**config.mk**
```make
export PLATFORM = sky130hd
export DESIGN_NAME = fir_ahb_slave
export DESIGN_NICKNAME = d
export VERILOG_FILES = /design/src/rtl/fir_ahb_slave.sv
export SDC_FILE = /design/constraint.sdc
export NUM_CORES = 1
export LEC_CHECK = 0
export BUFFER_PORTS_ARGS = -buffer_cell sky130_fd_sc_hd__buf_2
export CORE_ASPECT_RATIO = 1.5
export CORE_MARGIN = 2
export CORE_UTILIZATION = 55
export CTS_CLUSTER_SIZE = 8
export DETAILED_ROUTE_END_ITERATION = 10
export PLACE_DENSITY = 0.88
export RECOVER_POWER = 50
export SLEW_MARGIN = 25
export SYNTH_ARGS = -nofsm -noshare
export SYNTH_HDL_FRONTEND = slang
export SYNTH_SLANG_ARGS = --single-unit
```
**constraint.sdc**
```tcl
create_clock -name clk -period 6.2 [get_ports clk]
set_input_delay 0.62 -clock clk [delete_from_list [all_inputs] [get_ports clk]]
set_output_delay 0.62 -clock clk [all_outputs]
set_load 0.01 [all_outputs]
```
**src/rtl/fir_ahb_slave.sv**
```systemverilog
// fir_ahb_slave: AHB-Lite halfword register front end for fir_filter.
// Holds the sample and four coefficients, captures the filter result on
// every falling edge of modwait, and streams F0..F3 into the filter via a
// small loader FSM when the host sets LOAD_CTRL bit0.
module fir_ahb_slave (
  input  logic        clk,
  input  logic        n_rst,
  input  logic        hsel,
  input  logic [3:0]  haddr,
  input  logic        hsize,
  input  logic [1:0]  htrans,
  input  logic        hwrite,
  input  logic [15:0] hwdata,
  output logic [15:0] hrdata,
  output logic        hresp,
  input  logic        modwait,
  input  logic [15:0] fir_out,
  input  logic        err,
  output logic [15:0] sample_data,
  output logic        data_ready,
  output logic [15:0] fir_coefficient,
  output logic        load_coeff
);

  // Halfword register slots, indexed by haddr[3:1].
  typedef enum logic [2:0] {
    REG_STATUS = 3'd0,
    REG_RESULT = 3'd1,
    REG_SAMPLE = 3'd2,
    REG_F0     = 3'd3,
    REG_F1     = 3'd4,
    REG_F2     = 3'd5,
    REG_F3     = 3'd6,
    REG_LDCTRL = 3'd7
  } reg_e;

  // Loader phase; the coefficient index k is kept in a separate counter.
  typedef enum logic [1:0] {
    L_IDLE    = 2'd0,
    L_LOAD    = 2'd1,
    L_WAIT_HI = 2'd2,
    L_WAIT_LO = 2'd3
  } ld_phase_e;

  localparam logic [1:0] HTRANS_NONSEQ = 2'b10;
  localparam logic [1:0] HTRANS_SEQ    = 2'b11;

  // Merge a write into an existing halfword: full halfword or one byte lane.
  function automatic logic [15:0] merge_lane(input logic [15:0] old_val,
                                             input logic [15:0] new_val,
                                             input logic        full,
                                             input logic        upper);
    if (full)       return new_val;
    else if (upper) return {new_val[15:8], old_val[7:0]};
    else            return {old_val[15:8], new_val[7:0]};
  endfunction

  // Data-phase copy of the address phase
  logic       dp_valid_q, dp_valid_d;
  logic       dp_write_q, dp_write_d;
  logic       dp_size_q,  dp_size_d;
  logic [3:0] dp_addr_q,  dp_addr_d;

  // Register file and filter-side state
  logic [15:0] sample_q, sample_d;
  logic [15:0] coef_q [4];
  logic [15:0] coef_d [4];
  logic [15:0] result_q, result_d;
  logic        err_q, err_d;
  logic        load_req_q, load_req_d;
  logic        modwait_q;
  logic        sample_pend_q, sample_pend_d;
  logic        data_ready_q, data_ready_d;

  // Loader FSM
  ld_phase_e   ld_phase_q, ld_phase_d;
  logic [1:0]  ld_idx_q, ld_idx_d;
  logic        loader_busy;
  logic        load_go;
  logic        load_done;

  // Decoded data-phase signals
  reg_e        reg_sel;
  logic        dp_wr;
  logic        dp_rd;
  logic        busy;
  logic        modwait_fall;
  logic [15:0] rd_val;
  logic [15:0] wr_val;
  logic        sample_req;
  logic        sample_rel;

  // Capture the address phase of every active transfer.
  always_comb begin
    // NOTE: every signal written in an always_comb gets a default first, so no path can infer a latch.
    dp_valid_d = hsel && ((htrans == HTRANS_NONSEQ) || (htrans == HTRANS_SEQ));
    dp_write_d = dp_write_q;
    dp_size_d  = dp_size_q;
    dp_addr_d  = dp_addr_q;
    if (dp_valid_d) begin
      dp_write_d = hwrite;
      dp_size_d  = hsize;
      dp_addr_d  = haddr;
    end
  end

  // Address-phase pipeline register.
  always_ff @(posedge clk or negedge n_rst) begin
    // NOTE: state is updated with non-blocking assignments so every register samples pre-edge values.
    if (!n_rst) begin
      dp_valid_q <= 1'b0;
      dp_write_q <= 1'b0;
      dp_size_q  <= 1'b0;
      dp_addr_q  <= '0;
    end else begin
      dp_valid_q <= dp_valid_d;
      dp_write_q <= dp_write_d;
      dp_size_q  <= dp_size_d;
      dp_addr_q  <= dp_addr_d;
    end
  end

  assign reg_sel      = reg_e'(dp_addr_q[3:1]);
  assign dp_wr        = dp_valid_q && dp_write_q;
  assign dp_rd        = dp_valid_q && !dp_write_q;
  assign busy         = modwait || data_ready_q || loader_busy;
  assign modwait_fall = modwait_q && !modwait;
  assign load_done    = (ld_phase_q == L_WAIT_LO) && (ld_idx_q == 2'd3) && !modwait;

  // Register read mux; also the base value that byte writes merge into.
  always_comb begin
    rd_val = '0;
    case (reg_sel)
      REG_STATUS: rd_val = {7'd0, err_q, 7'd0, busy};
      REG_RESULT: rd_val = result_q;
      REG_SAMPLE: rd_val = sample_q;
      REG_F0:     rd_val = coef_q[0];
      REG_F1:     rd_val = coef_q[1];
      REG_F2:     rd_val = coef_q[2];
      REG_F3:     rd_val = coef_q[3];
      REG_LDCTRL: rd_val = {15'd0, load_req_q || loader_busy};
    endcase
  end

  assign wr_val = merge_lane(rd_val, hwdata, dp_size_q, dp_addr_q[0]);

  // Reads return the full halfword during the data phase; a write that
  // lands in the same register the cycle before is already visible here.
  assign hrdata = dp_rd ? rd_val : '0;
  assign hresp  = dp_wr && ((reg_sel == REG_STATUS) || (reg_sel == REG_RESULT));

  // Register-file next state: bus writes and result capture.
  always_comb begin
    sample_d   = sample_q;
    coef_d     = coef_q;
    result_d   = result_q;
    err_d      = err_q;
    load_req_d = load_req_q;
    if (dp_wr) begin
      case (reg_sel)
        REG_SAMPLE: sample_d  = wr_val;
        REG_F0:     coef_d[0] = wr_val;
        REG_F1:     coef_d[1] = wr_val;
        REG_F2:     coef_d[2] = wr_val;
        REG_F3:     coef_d[3] = wr_val;
        REG_LDCTRL: if (!loader_busy) load_req_d = wr_val[0];
        default:    ;
      endcase
    end
    if (load_done) load_req_d = 1'b0;
    if (modwait_fall) begin
      result_d = fir_out;
      err_d    = err;
    end
  end

  // Sample handshake: a pending sample is released only while the loader
  // is idle and not starting; an overwrite while data_ready is high does
  // not generate a second request.
  always_comb begin
    sample_req    = sample_pend_q || (dp_wr && (reg_sel == REG_SAMPLE) && !data_ready_q);
    sample_rel    = sample_req && !data_ready_q && !loader_busy && !load_go;
    sample_pend_d = sample_req && !sample_rel;
    data_ready_d  = data_ready_q ? !modwait : sample_rel;
  end

  // Register file, capture and handshake state.
  always_ff @(posedge clk or negedge n_rst) begin
    if (!n_rst) begin
      sample_q      <= '0;
      // NOTE: the coefficient array is reset element by element because the
      // filter may see fir_coefficient = F0 straight out of reset.
      for (int i = 0; i < 4; i++) coef_q[i] <= '0;
      result_q      <= '0;
      err_q         <= 1'b0;
      load_req_q    <= 1'b0;
      modwait_q     <= 1'b0;
      sample_pend_q <= 1'b0;
      data_ready_q  <= 1'b0;
    end else begin
      sample_q      <= sample_d;
      coef_q        <= coef_d;
      result_q      <= result_d;
      err_q         <= err_d;
      load_req_q    <= load_req_d;
      modwait_q     <= modwait;
      sample_pend_q <= sample_pend_d;
      data_ready_q  <= data_ready_d;
    end
  end

  // Loader state register.
  always_ff @(posedge clk or negedge n_rst) begin
    if (!n_rst) begin
      ld_phase_q <= L_IDLE;
      ld_idx_q   <= 2'd0;
    end else begin
      ld_phase_q <= ld_phase_d;
      ld_idx_q   <= ld_idx_d;
    end
  end

  // Loader next state: one LOAD cycle per coefficient, then a full
  // modwait rise/fall before the next one.
  always_comb begin
    ld_phase_d = ld_phase_q;
    ld_idx_d   = ld_idx_q;
    load_go    = 1'b0;
    case (ld_phase_q)
      L_IDLE: begin
        load_go = load_req_d && !data_ready_q;
        if (load_go) begin
          ld_phase_d = L_LOAD;
          ld_idx_d   = 2'd0;
        end
      end
      L_LOAD:    ld_phase_d = L_WAIT_HI;
      L_WAIT_HI: if (modwait) ld_phase_d = L_WAIT_LO;
      L_WAIT_LO: begin
        if (!modwait) begin
          if (ld_idx_q == 2'd3) begin
            ld_phase_d = L_IDLE;
            ld_idx_d   = 2'd0;
          end else begin
            ld_phase_d = L_LOAD;
            ld_idx_d   = ld_idx_q + 2'd1;
          end
        end
      end
    endcase
  end

  // Loader outputs: strobe in LOAD, coefficient follows the current index.
  always_comb begin
    loader_busy     = (ld_phase_q != L_IDLE);
    load_coeff      = (ld_phase_q == L_LOAD);
    fir_coefficient = loader_busy ? coef_q[ld_idx_q] : coef_q[0];
  end

  assign sample_data = sample_q;
  assign data_ready  = data_ready_q;

endmodule

```
== Word level (Yosys, flattened, before mapping) ==
Index checks and enable logic that the tools add are counted.
Storage, ports and cells
  register bits after elaboration: 112
  input port bits: 45
  output and inout port bits: 51
  logic and storage cells: 96
Operators by class
  $add $sub $neg: 1
  order comparisons: 1
  eq/ne operators: 16
  muxes and demuxes: 23
  bitwise gates (word level): 1
  reduce and logical (&&, ||, !) cells: 37
Operator list (count)
  $pmux 16 s8: 1
  $mux 16: 6
  $bmux 16 s2: 1
  $logic_and 1x1->1: 14
  $eq 3x3->1 const B: 4
  $mux 2: 6
  $eq 2x2->1 const B: 5
  $reduce_and 2->1: 5
  $pmux 2 s4: 1
  $mux 1: 7
  $eq 3x2->1 const B: 2
  $logic_not 1->1: 6
  $logic_or 1x1->1: 6
  $ne 2x2->1 const B: 3
  $reduce_and 3->1: 2
  $pmux 2 s2: 1
  $reduce_bool 2->1: 2
  $eq 3x1->1 const B: 1
  $ge 3x3->1 const B: 1
  $logic_not 3->1: 1
  $not 2->3: 1
  $add 2x1->2 const B: 1
  $eq 2x1->1 const B: 1
  $logic_not 2->1: 1

== Depth between registers and ports, before layout ==
Gate-level depths: netlist of run 1.
  depth after elaboration: 15
  gate-level depth with buffers: 8
  mapped depth without buffers: 7

== Least setup slack after synthesis of run 1 ==
OpenSTA, ideal clock, no wires.
  path type: reg2out
  start: reg ld_phase_q[1]
  end: out fir_coefficient[10]
  arrival: 1.525 ns
  required time: 5.580 ns
  path slack: 4.055 ns
  stages on the path, launching flop included: 9
  path buffers: 2
  cell sequence: dfrtp_1 > inv_1 > ha_1 > buf_6 > inv_1 > o21ai_1 > clkbuf_1 > nand2_1 > o21ai_0
On the way
  longest elaborated chain between the ends: 2
RTL lines
  from (decl): line 76  | ld_phase_e ld_phase_q, ld_phase_d;
  from (signal assigned): line 218  | ld_phase_q <= ld_phase_d;
  $reduce_bool 2->1: line 255  | loader_busy = (ld_phase_q != L_IDLE);
  $mux 16: line 257  | fir_coefficient = loader_busy ? coef_q[ld_idx_q] : coef_q[0];
  to (decl): line 21  | output logic [15:0] fir_coefficient,
No other way between the ends.

== Worst setup path in the final report of run 1 ==
  start: reg dp_addr_q[3]
  end: out hrdata[8]
On the way
  longest elaborated chain between the ends: 3
  elaborated cells between the ends (all ways): 10
  those cells by class: eq/ne (7); mux (2); reduce/logical (1)
RTL lines
  from (decl): line 62  | logic [3:0] dp_addr_q, dp_addr_d;
  from (signal assigned): line 119  | dp_addr_q <= dp_addr_d;
  $eq 3x3->1, or another cell as far along: line 133  | case (reg_sel)
  $pmux 16 s8 *: line 133
  $mux 16 *: line 149  | assign hrdata = dp_rd ? rd_val : '0;
  to (decl): line 14  | output logic [15:0] hrdata,
Mark *: on every way between the ends. The rest lies on a longest branch, timed or not.

==> results of run 1 <==
[per-stage QoR]
step                      setup slack [ps]  utilization
after floorplan                       4060            -
after global placement                3170        0.605
after detailed placement              3180        0.605
after CTS                             2790        0.630
after global routing                  1710        0.626
final                                 1820        0.626
[routing by layer]
metal  track usage  wire, um
met1         0.334      6230
met2         0.513      9080
met3        0.0530      1360
met4         0.193       917
met5             0         0
[cell type report]
| cell class | count | area, um2 | share of cell area |
|---|---|---|---|
| tap | 147 | 184 | 0.0270 |
| sequential | 112 | 2800 | 0.411 |
| timing repair buffer | 103 | 504 | 0.0740 |
| clock inverter | 6 | 43.8 | 0.00643 |
| multi-input combinational | 432 | 2980 | 0.438 |
| inverter | 18 | 67.6 | 0.00992 |
| clock buffer | 10 | 229 | 0.0336 |
[sequential cells by signal, summed over array words and instances (netlist names)]
name,flops
sample_data,16
data_ready,1
ld_phase_q,2
dp_write_q,1
load_req_q,1
dp_valid_q,1
coef_q,64
ld_idx_q,2
sample_pend_q,1
modwait_q,1
dp_size_q,1
err_q,1
dp_addr_q,4
result_q,16
[cells in the final DEF, fill, tap and decap left out, types with 7 or more instances in the layout]
cell and count:
dfrtp_1 112, nand2_1 84, buf_2 75, mux2_2 68, nor2_1 41, o21ai_1 35
o21ai_0 32, mux2i_1 27, a21oi_1 24, clkbuf_1 22, inv_1 18, clkbuf_16 9
o2bb2ai_1 7, o21a_1 7
[power breakdown]
| group | switching (mW) | internal, mW |
|---|---|---|
| Combinational | 0.698 | 0.494 |
| Clock | 0.276 | 0.274 |
| Sequential | 0.246 | 0.999 |
[kinds of logic (layout without fill, tap and decap cells)]
| logic type | after synthesis | count (layout) | share of synthesized area |
|---|---|---|---|
| AOI/OAI and AO/OA | 163 | 163 | 0.180 |
| adders and majority gates | 5 | 5 | 0.0103 |
| buffers and inverters | 58 | 137 | 0.0470 |
| DFF | 112 | 112 | 0.462 |
| muxes | 97 | 97 | 0.175 |
| and+or+nand+nor | 167 | 167 | 0.126 |
[worst max-delay path, delay by kind of cell, from the launching register on]
family | cells | cell delay [ps]
buffers and inverters | 2 | 1610
DFF | 1 | 560
and+or+nand+nor | 2 | 330
AOI/OAI and AO/OA | 3 | 870
[worst min-delay path by stage]
stage,startpoint,endpoint,slack [ps],cells past startpoint
after floorplan,n_rst,coef_q[0]$_DFFE_PN0P_,320,0
after global placement,coef_q[43]$_DFFE_PN0P_,coef_q[43]$_DFFE_PN0P_,480,2
after detailed placement,coef_q[43]$_DFFE_PN0P_,coef_q[43]$_DFFE_PN0P_,490,2
after CTS,n_rst,result_q[5]$_DFFE_PN0P_,320,1
after global routing,fir_out[10],result_q[10]$_DFFE_PN0P_,490,2
final,fir_out[3],result_q[3]$_DFFE_PN0P_,490,2
==> impl_metrics.env, run 1 <==
export IMPL_outcome="finished, violations left"
export IMPL_violations="max-capacitance violations, max-slew violations"
export IMPL_cts_sinks=112
export IMPL_drive_gt1_frac=0.270
export IMPL_worstRegToRegCells=4
export IMPL_cts_resized=0
export IMPL_grt_start_max_net_pins=62
export IMPL_gp_congestion=0.899
export IMPL_end_kind="output pin"
export IMPL_syn_nets=652
export IMPL_wl_per_cell_um=21.2
export IMPL_fin_worst_skew_ps=9.85
export IMPL_instances_no_fill=828
export IMPL_syn_avg_cell_area_um2=10.1
export IMPL_fin_crit_ps=4380
export IMPL_initial_core_util=0.558
export IMPL_slowest_stage="clkbuf_1"
export IMPL_postCtsHoldBufs=0
export IMPL_insertion_delay_ps=350
export IMPL_cts_clk_slew_worst_paths_ps=70
export IMPL_vias_per_cell=6.40
export IMPL_ys_types=67
export IMPL_fin_crit_sh=0.706
export IMPL_vias=5298
export IMPL_cts_tree="done"
export IMPL_area_delta_synth_final_pct=12.2
export IMPL_path_cells="clkbuf_1, nor3b_1, a32o_1, a2111o_1, o21ai_0, nor2_1, buf_2"
export IMPL_yosysTopAreaCell="dfrtp_1"
export IMPL_leakage_nw=3.11
export IMPL_hold_ws_ps=494
export IMPL_p_total_mw=2.99
export IMPL_yosys_most_used_dff="dfrtp_1"
export IMPL_h_tree_depth=3
export IMPL_drt_pass1_iter_count=5
export IMPL_final_max_slew_viol_count=109
export IMPL_hold_violations=0
export IMPL_postRouteAntennaNets=0
export IMPL_reg2reg_from="dp_addr_q[3]$_DFFE_PN0P_"
export IMPL_min_delay_path_class="in -> reg"
export IMPL_drt_initial_drc_count=552
export IMPL_netlist_area_leader_share=0.462
export IMPL_grt_usage=0.296
export IMPL_std_cell_rows=47
export IMPL_synth_cells=602
export IMPL_core_area_um2=10900
export IMPL_grt_first_pass_wirelength_um=27900
export IMPL_ys_top_cells_by_count="dfrtp_1 (112), nand2_1 (84), mux2_2 (68)"
export IMPL_synth_seq_cells=112
export IMPL_peakVddDrop_v=0.000182
export IMPL_fin_nets=726
export IMPL_yosys_top_cells_area="dfrtp_1 (46%), mux2_2 (13%), nand2_1 (5.2%)"
export IMPL_ys_warnings_count=0
export IMPL_synth_edff_count=0
export IMPL_finalSetupTns_ps=0
export IMPL_grt_pass1_vias=5556
export IMPL_cts_inserted_buffers=9
export IMPL_fmax_mhz=229
export IMPL_rsz0062_at_grt="no"
export IMPL_postCtsSetupBuffers=0
export IMPL_fillers=859
export IMPL_overflow=0
export IMPL_crit_type="reg -> out"
export IMPL_antenna_found_initial=0
export IMPL_dieArea_um2=11900
export IMPL_setup_viol=0
export IMPL_io_buffer_count=94
export IMPL_clock_path_buffers=2
export IMPL_pwr_density_cell_nw_per_um2=438
export IMPL_synth_seq_area_share=0.462
export IMPL_post_route_drc_count=0
export IMPL_placed_area_um2=6580
export IMPL_cts_root_buf="clkbuf_16"
export IMPL_placed_cells=812
export IMPL_worstMarginPinSlew_ps=2770
export IMPL_cpPeakStageDelay_ps=1430
export IMPL_die_h_um=133
export IMPL_cp_required_ps=5580
export IMPL_yosysMostFrequentCell="dfrtp_1"
export IMPL_crit_start="dp_addr_q[3]$_DFFE_PN0P_"
export IMPL_cp_endpoint="hrdata[8]"
export IMPL_wirelength_um=17600
export IMPL_ios=96
export IMPL_start_kind="register"
export IMPL_slew_headroom=-0.843
export IMPL_die_w_um=89.8
export IMPL_place_hpwl_um=11900
export IMPL_r2r_end="coef_q[6]$_DFFE_PN0P_"
export IMPL_arrival_ps=3760
export IMPL_final_area_um2=6810
export IMPL_n_antenna_cell=0
export IMPL_crit_fanout=37
export IMPL_drv_cap=3
export IMPL_synth_async_reset_ratio=1.00
export IMPL_r2r_slack_ps=2440
export IMPL_netlist_area_um2=6070
(Power assumes the default switching activity.)
==> run 2, diff against run 1 <==
==> constraint.sdc (replaced) <==
create_clock -name clk -period 4.5 [get_ports clk]
set_input_delay 0.45 -clock clk [delete_from_list [all_inputs] [get_ports clk]]
set_output_delay 0.45 -clock clk [all_outputs]
set_load 0.01 [all_outputs]
==> run 2 against run 1 <==
Compared with the run above:
- the run still ends with max-capacitance violations, max-slew violations left
- via count fell by 0.36%
- sequential power rose by 39%
- critical path depth did not move
- wire length rose by 0.49%
- design area rose by 0.28%
- register-to-register slack got worse by 950 ps
==> impl_metrics.env, run 2 (synthesized netlist as in run 1, its figures left out) <==
export IMPL_drt_pass1_iter_count=5
export IMPL_fin_crit_ps=3480
export IMPL_cts_tree="done"
export IMPL_largest_reg_flops=64
export IMPL_final_area_um2=6830
export IMPL_cts_sinks=112
export IMPL_drt_initial_drc_count=614
export IMPL_slew_headroom=-1.20
export IMPL_postCtsSetupBuffers=0
export IMPL_dieArea_um2=11900
export IMPL_h_tree_depth=3
export IMPL_area_delta_synth_final_pct=12.6
export IMPL_cts_root_buf="clkbuf_16"
export IMPL_cts_clk_slew_worst_paths_ps=70
export IMPL_std_cell_rows=47
export IMPL_end_kind="output pin"
export IMPL_worstMarginPinSlew_ps=3290
export IMPL_violations="max-capacitance violations, max-slew violations"
export IMPL_clock_path_buffers=2
export IMPL_setup_viol=0
export IMPL_vias_per_cell=6.37
export IMPL_pwr_density_cell_nw_per_um2=603
export IMPL_postRouteAntennaNets=0
export IMPL_rsz0062_at_grt="no"
export IMPL_overflow=0
export IMPL_fin_crit_sh=0.773
export IMPL_fillers=843
export IMPL_die_w_um=89.8
export IMPL_top_register="coef_q"
export IMPL_min_delay_path_class="in -> reg"
export IMPL_layout_commonest_cell="dfrtp_1"
export IMPL_hold_violations=0
export IMPL_drive_gt1_frac=0.270
export IMPL_grt_pass1_vias=5553
export IMPL_arrival_ps=3030
export IMPL_io_buffer_count=94
export IMPL_ios=96
export IMPL_wirelength_um=17700
export IMPL_cts_resized=0
export IMPL_postCtsHoldBufs=0
export IMPL_crit_fanout=22
export IMPL_fmax_mhz=287
export IMPL_place_hpwl_um=11900
export IMPL_fin_worst_skew_ps=6.57
export IMPL_gp_congestion=0.906
export IMPL_die_h_um=133
export IMPL_grt_first_pass_wirelength_um=28100
export IMPL_final_max_slew_viol_count=81
export IMPL_cts_inserted_buffers=9
export IMPL_crit_type="reg -> out"
export IMPL_outcome="finished, violations left"
export IMPL_grt_usage=0.302
export IMPL_core_area_um2=10900
export IMPL_insertion_delay_ps=350
export IMPL_drv_cap=2
export IMPL_peakVddDrop_v=0.000248
export IMPL_wl_per_cell_um=21.3
export IMPL_grt_start_max_net_pins=63
export IMPL_placed_area_um2=6590
export IMPL_post_route_drc_count=0
export IMPL_antenna_found_initial=0
export IMPL_n_antenna_cell=0
export IMPL_fin_nets=727
export IMPL_leakage_nw=3.13
export IMPL_finalSetupTns_ps=0
export IMPL_cp_required_ps=4050
export IMPL_vias=5279
export IMPL_start_kind="register"
export IMPL_initial_core_util=0.558
export IMPL_final_cell_mix="dfrtp_1 (112), nand2_1 (84), buf_2 (75)"
run 2: cell type report:
class                      instances  area, um2  area share
clock inverter                     2       13.8     0.00201
inverter                          18       67.6     0.00989
sequential                       112       2800       0.410
clock buffer                      14        264      0.0386
multi-input combinational        432       2980       0.437
tap                              147        184      0.0269
timing repair buffer             104        518      0.0758
run 2: routing by layer:
metal	GRT usage	part of all wire	up-vias
li1	-	-	2313
met1	0.334	0.36	2549
met2	0.514	0.50	307
met3	0.0587	0.066	110
met4	0.225	0.072	0
met5	0	0	-
run 2: worst max-delay path, stage by stage, from the launching register on:
cell,delay [ps]
dfrtp_1,340
clkbuf_1,820
nor2b_1,580
a32o_1,280
o32a_1,170
o21ai_0,160
nor2_1,160
buf_2,160
run 2: power by group:
| part | internal, mW | switching (mW) | total [mW] |
|---|---|---|---|
| Combinational | 0.681 | 0.955 | 1.64 |
| Sequential | 1.38 | 0.346 | 1.72 |
| Clock | 0.407 | 0.354 | 0.761 |
run 2: worst paths after layout:
kind / from / endpoint / slack, ps / cells past startpoint
worst max-delay path: dp_addr_q[1]$_DFFE_PN0P_ / hrdata[8] / 1020 / 7
worst min-delay path: fir_out[4] / result_q[4]$_DFFE_PN0P_ / 330 / 2
worst max register to register: dp_addr_q[1]$_DFFE_PN0P_ / coef_q[39]$_DFFE_PN0P_ / 1490 / 6
worst min register to register: coef_q[60]$_DFFE_PN0P_ / coef_q[60]$_DFFE_PN0P_ / 520 / 2
max in group asynchronous: n_rst / coef_q[62]$_DFFE_PN0P_ / 1300 / 2
min in group asynchronous: n_rst / result_q[5]$_DFFE_PN0P_ / 1190 / 1
run 2: stage by stage:
step	hold WS [ps]	setup slack, ps	power [mW]	utilization	cells
after floorplan	154	2400	2.75	-	602
after global placement	479	1580	3.22	0.606	813
after detailed placement	497	1580	3.33	0.606	813
after CTS	203	1190	4.10	0.631	829
after global routing	332	652	4.34	0.628	829
final	326	1020	4.12	0.628	829
==> run 3, diff against run 2 <==
--- a/config.mk
+++ b/config.mk
@@ -5,13 +5,14 @@
 export SDC_FILE = /design/constraint.sdc
 export NUM_CORES = 1
 export LEC_CHECK = 0
+export ABC_AREA = 1
 export BUFFER_PORTS_ARGS = -buffer_cell sky130_fd_sc_hd__buf_2
 export CORE_ASPECT_RATIO = 1.5
 export CORE_MARGIN = 2
-export CORE_UTILIZATION = 55
+export CORE_UTILIZATION = 52
 export CTS_CLUSTER_SIZE = 8
 export DETAILED_ROUTE_END_ITERATION = 10
-export PLACE_DENSITY = 0.88
+export PLACE_DENSITY = 0.87
 export RECOVER_POWER = 50
 export SLEW_MARGIN = 25
 export SYNTH_ARGS = -nofsm -noshare
==> constraint.sdc (replaced) <==
create_clock -name clk -period 3.01 [get_ports clk]
set_input_delay 0.301 -clock clk [delete_from_list [all_inputs] [get_ports clk]]
set_output_delay 0.301 -clock clk [all_outputs]
set_load 0.01 [all_outputs]
==> run 3 against run 2 <==
Compared with the run above:
- the flow now finishes without violations
- register-to-register slack got worse by 700 ps
- power is 50% higher
- critical endpoint is now fir_coefficient[0]
- design area up 3.1%
- cell count up 16%
- utilization fell by 2.0 points
- critical path depth fell by 3
==> impl_metrics.env, run 3 <==
export IMPL_crit_top_cell="nor2_1"
export IMPL_die_w_um=93.3
export IMPL_pwr_density_cell_nw_per_um2=878
export IMPL_crit_fanout=11
export IMPL_leakage_nw=3.35
export IMPL_cts_sinks=112
export IMPL_setup_viol=0
export IMPL_drive_gt1_frac=0.292
export IMPL_wirelength_um=16300
export IMPL_grt_pass1_vias=5472
export IMPL_fin_crit_ps=2710
export IMPL_wl_per_cell_um=17.0
export IMPL_slowest_stage="nor2_1"
export IMPL_yosys_top_cells_area="dfrtp_1 (45%), nand2_1 (12%), o21ai_2 (7.7%)"
export IMPL_drv_cap=0
export IMPL_slew_headroom=0.133
export IMPL_die_h_um=138
export IMPL_n_antenna_cell=0
export IMPL_antenna_found_initial=0
export IMPL_start_kind="register"
export IMPL_initial_core_util=0.537
export IMPL_worstMarginPinSlew_ps=1300
export IMPL_synth_cells=726
export IMPL_postCtsSetupBuffers=0
export IMPL_gp_congestion=0.868
export IMPL_cts_inserted_buffers=9
export IMPL_final_max_slew_viol_count=0
export IMPL_end_kind="output pin"
export IMPL_synth_seq_area_share=0.451
export IMPL_outcome="completed"
export IMPL_final_area_um2=7050
export IMPL_synth_async_reset_ratio=1.00
export IMPL_cp_required_ps=2710
export IMPL_grt_start_max_net_pins=49
export IMPL_std_cell_rows=48
export IMPL_synth_seq_cells=112
export IMPL_largest_reg_flops=64
export IMPL_peakVddDrop_v=0.000496
export IMPL_min_delay_path_class="in -> reg"
export IMPL_cts_resized=0
export IMPL_post_route_drc_count=0
export IMPL_final_cell_mix="nand2_1 (207), dfrtp_1 (112), buf_2 (75)"
export IMPL_vias_per_cell=5.71
export IMPL_rsz0062_at_grt="no"
export IMPL_crit_type="reg -> out"
export IMPL_ios=96
export IMPL_place_hpwl_um=10900
export IMPL_top_register="coef_q"
export IMPL_ys_types=44
export IMPL_cts_tree="done"
export IMPL_cpPeakStageDelay_ps=770
export IMPL_postRouteAntennaNets=0
export IMPL_synth_edff_count=0
export IMPL_fin_nets=855
export IMPL_arrival_ps=2410
export IMPL_fin_worst_skew_ps=7.04
export IMPL_syn_nets=776
export IMPL_yosysMostFrequentCell="nand2_1"
export IMPL_overflow=0
export IMPL_grt_usage=0.264
export IMPL_layout_commonest_cell="nand2_1"
export IMPL_placed_area_um2=6760
export IMPL_drt_pass1_iter_count=5
export IMPL_netlist_area_leader_share=0.451
export IMPL_ys_warnings_count=0
export IMPL_area_delta_synth_final_pct=13.3
export IMPL_fmax_mhz=370
export IMPL_io_buffer_count=94
export IMPL_insertion_delay_ps=350
export IMPL_grt_first_pass_wirelength_um=26400
export IMPL_cts_clk_slew_worst_paths_ps=70
export IMPL_h_tree_depth=3
export IMPL_hold_violations=0
export IMPL_vias=5473
export IMPL_core_area_um2=11600
export IMPL_netlist_area_um2=6220
export IMPL_dieArea_um2=12900
export IMPL_drt_initial_drc_count=526
export IMPL_syn_avg_cell_area_um2=8.57
export IMPL_path_cells="nor2_1, nor2_1, o21ai_0, buf_2"
export IMPL_cts_root_buf="clkbuf_16"
export IMPL_finalSetupTns_ps=0
export IMPL_clock_path_buffers=2
export IMPL_yosysTopAreaCell="dfrtp_1"
export IMPL_yosys_most_used_dff="dfrtp_1"
export IMPL_fin_crit_sh=0.899
export IMPL_ys_top_cells_by_count="nand2_1 (207), dfrtp_1 (112), o21ai_2 (55)"
==> run 3: power breakdown <==
| part | total [mW] | switching (mW) | internal [mW] |
|---|---|---|---|
| Clock | 1.25 | 0.526 | 0.723 |
| Combinational | 2.44 | 1.53 | 0.903 |
| Sequential | 2.50 | 0.449 | 2.05 |
| Total | 6.18 | 2.51 | 3.68 |
==> run 3: final cells by class <==
cell class | instances | area, um2
Tap cell | 150 | 188
Fill cell | 976 | 4550
Sequential cell | 112 | 2800
Timing Repair Buffer | 108 | 564
Clock buffer | 11 | 233
Multi-Input combinational cell | 526 | 3000
Clock inverter | 4 | 70.1
Inverter | 48 | 185
==> run 3: path summary, 6_finish.rpt <==
kind	from	endpoint	slack [ps]	cells past startpoint
max reg2reg	dp_addr_q[1]$_DFFE_PN0P_	coef_q[38]$_DFFE_PN0P_	790	7
max	ld_idx_q[0]$_DFFE_PN0P_	fir_coefficient[0]	300	4
min	modwait	modwait_q$_DFF_PN0_	110	1
min reg2reg	coef_q[62]$_DFFE_PN0P_	coef_q[62]$_DFFE_PN0P_	490	2
max in group asynchronous	n_rst	coef_q[12]$_DFFE_PN0P_	600	3
min in group asynchronous	n_rst	dp_size_q$_DFFE_PN0P_	780	2
==> run 3: cell families after synthesis <==
kind of cell	share of synthesized area
AO/OA/AOI/OAI	0.214
buffers and inverters	0.0668
adder cells (fa/ha/maj)	0.0101
AND/OR/NAND/NOR	0.233
multiplexers	0.0253
flip-flops	0.451
==> run 3: metrics by stage <==
step                 util  total power, mW  worst slack (ps)  cells  hold WS (ps)
detailed placement  0.583             4.94               686    943           367
finish              0.608             6.18               304    959           112
global placement    0.583             4.84               708    943           369
global route        0.608             6.60               190    959           115
CTS                 0.610             6.20               302    959          99.0
floorplan               -             4.15              1200    726          5.41
==> run 3: worst max-delay path, delay by kind of cell (launching register included) <==
family,cells,cell delay (ps)
AND/OR/NAND/NOR,2,990
flip-flops,1,580
buffers and inverters,1,210
AO/OA/AOI/OAI,1,270
==> run 3: timing repair <==
item	in CTS	in global routing
hold endpoints to repair	4	0
hold buffers	1	0
setup endpoints to repair	0	0
==> run 3: layer usage <==
metal	vias up	track usage	share of wire
li1	2573	-	-
met1	2663	0.316	0.39
met2	201	0.473	0.52
met3	36	0.0408	0.055
met4	0	0.105	0.028
met5	-	0	0
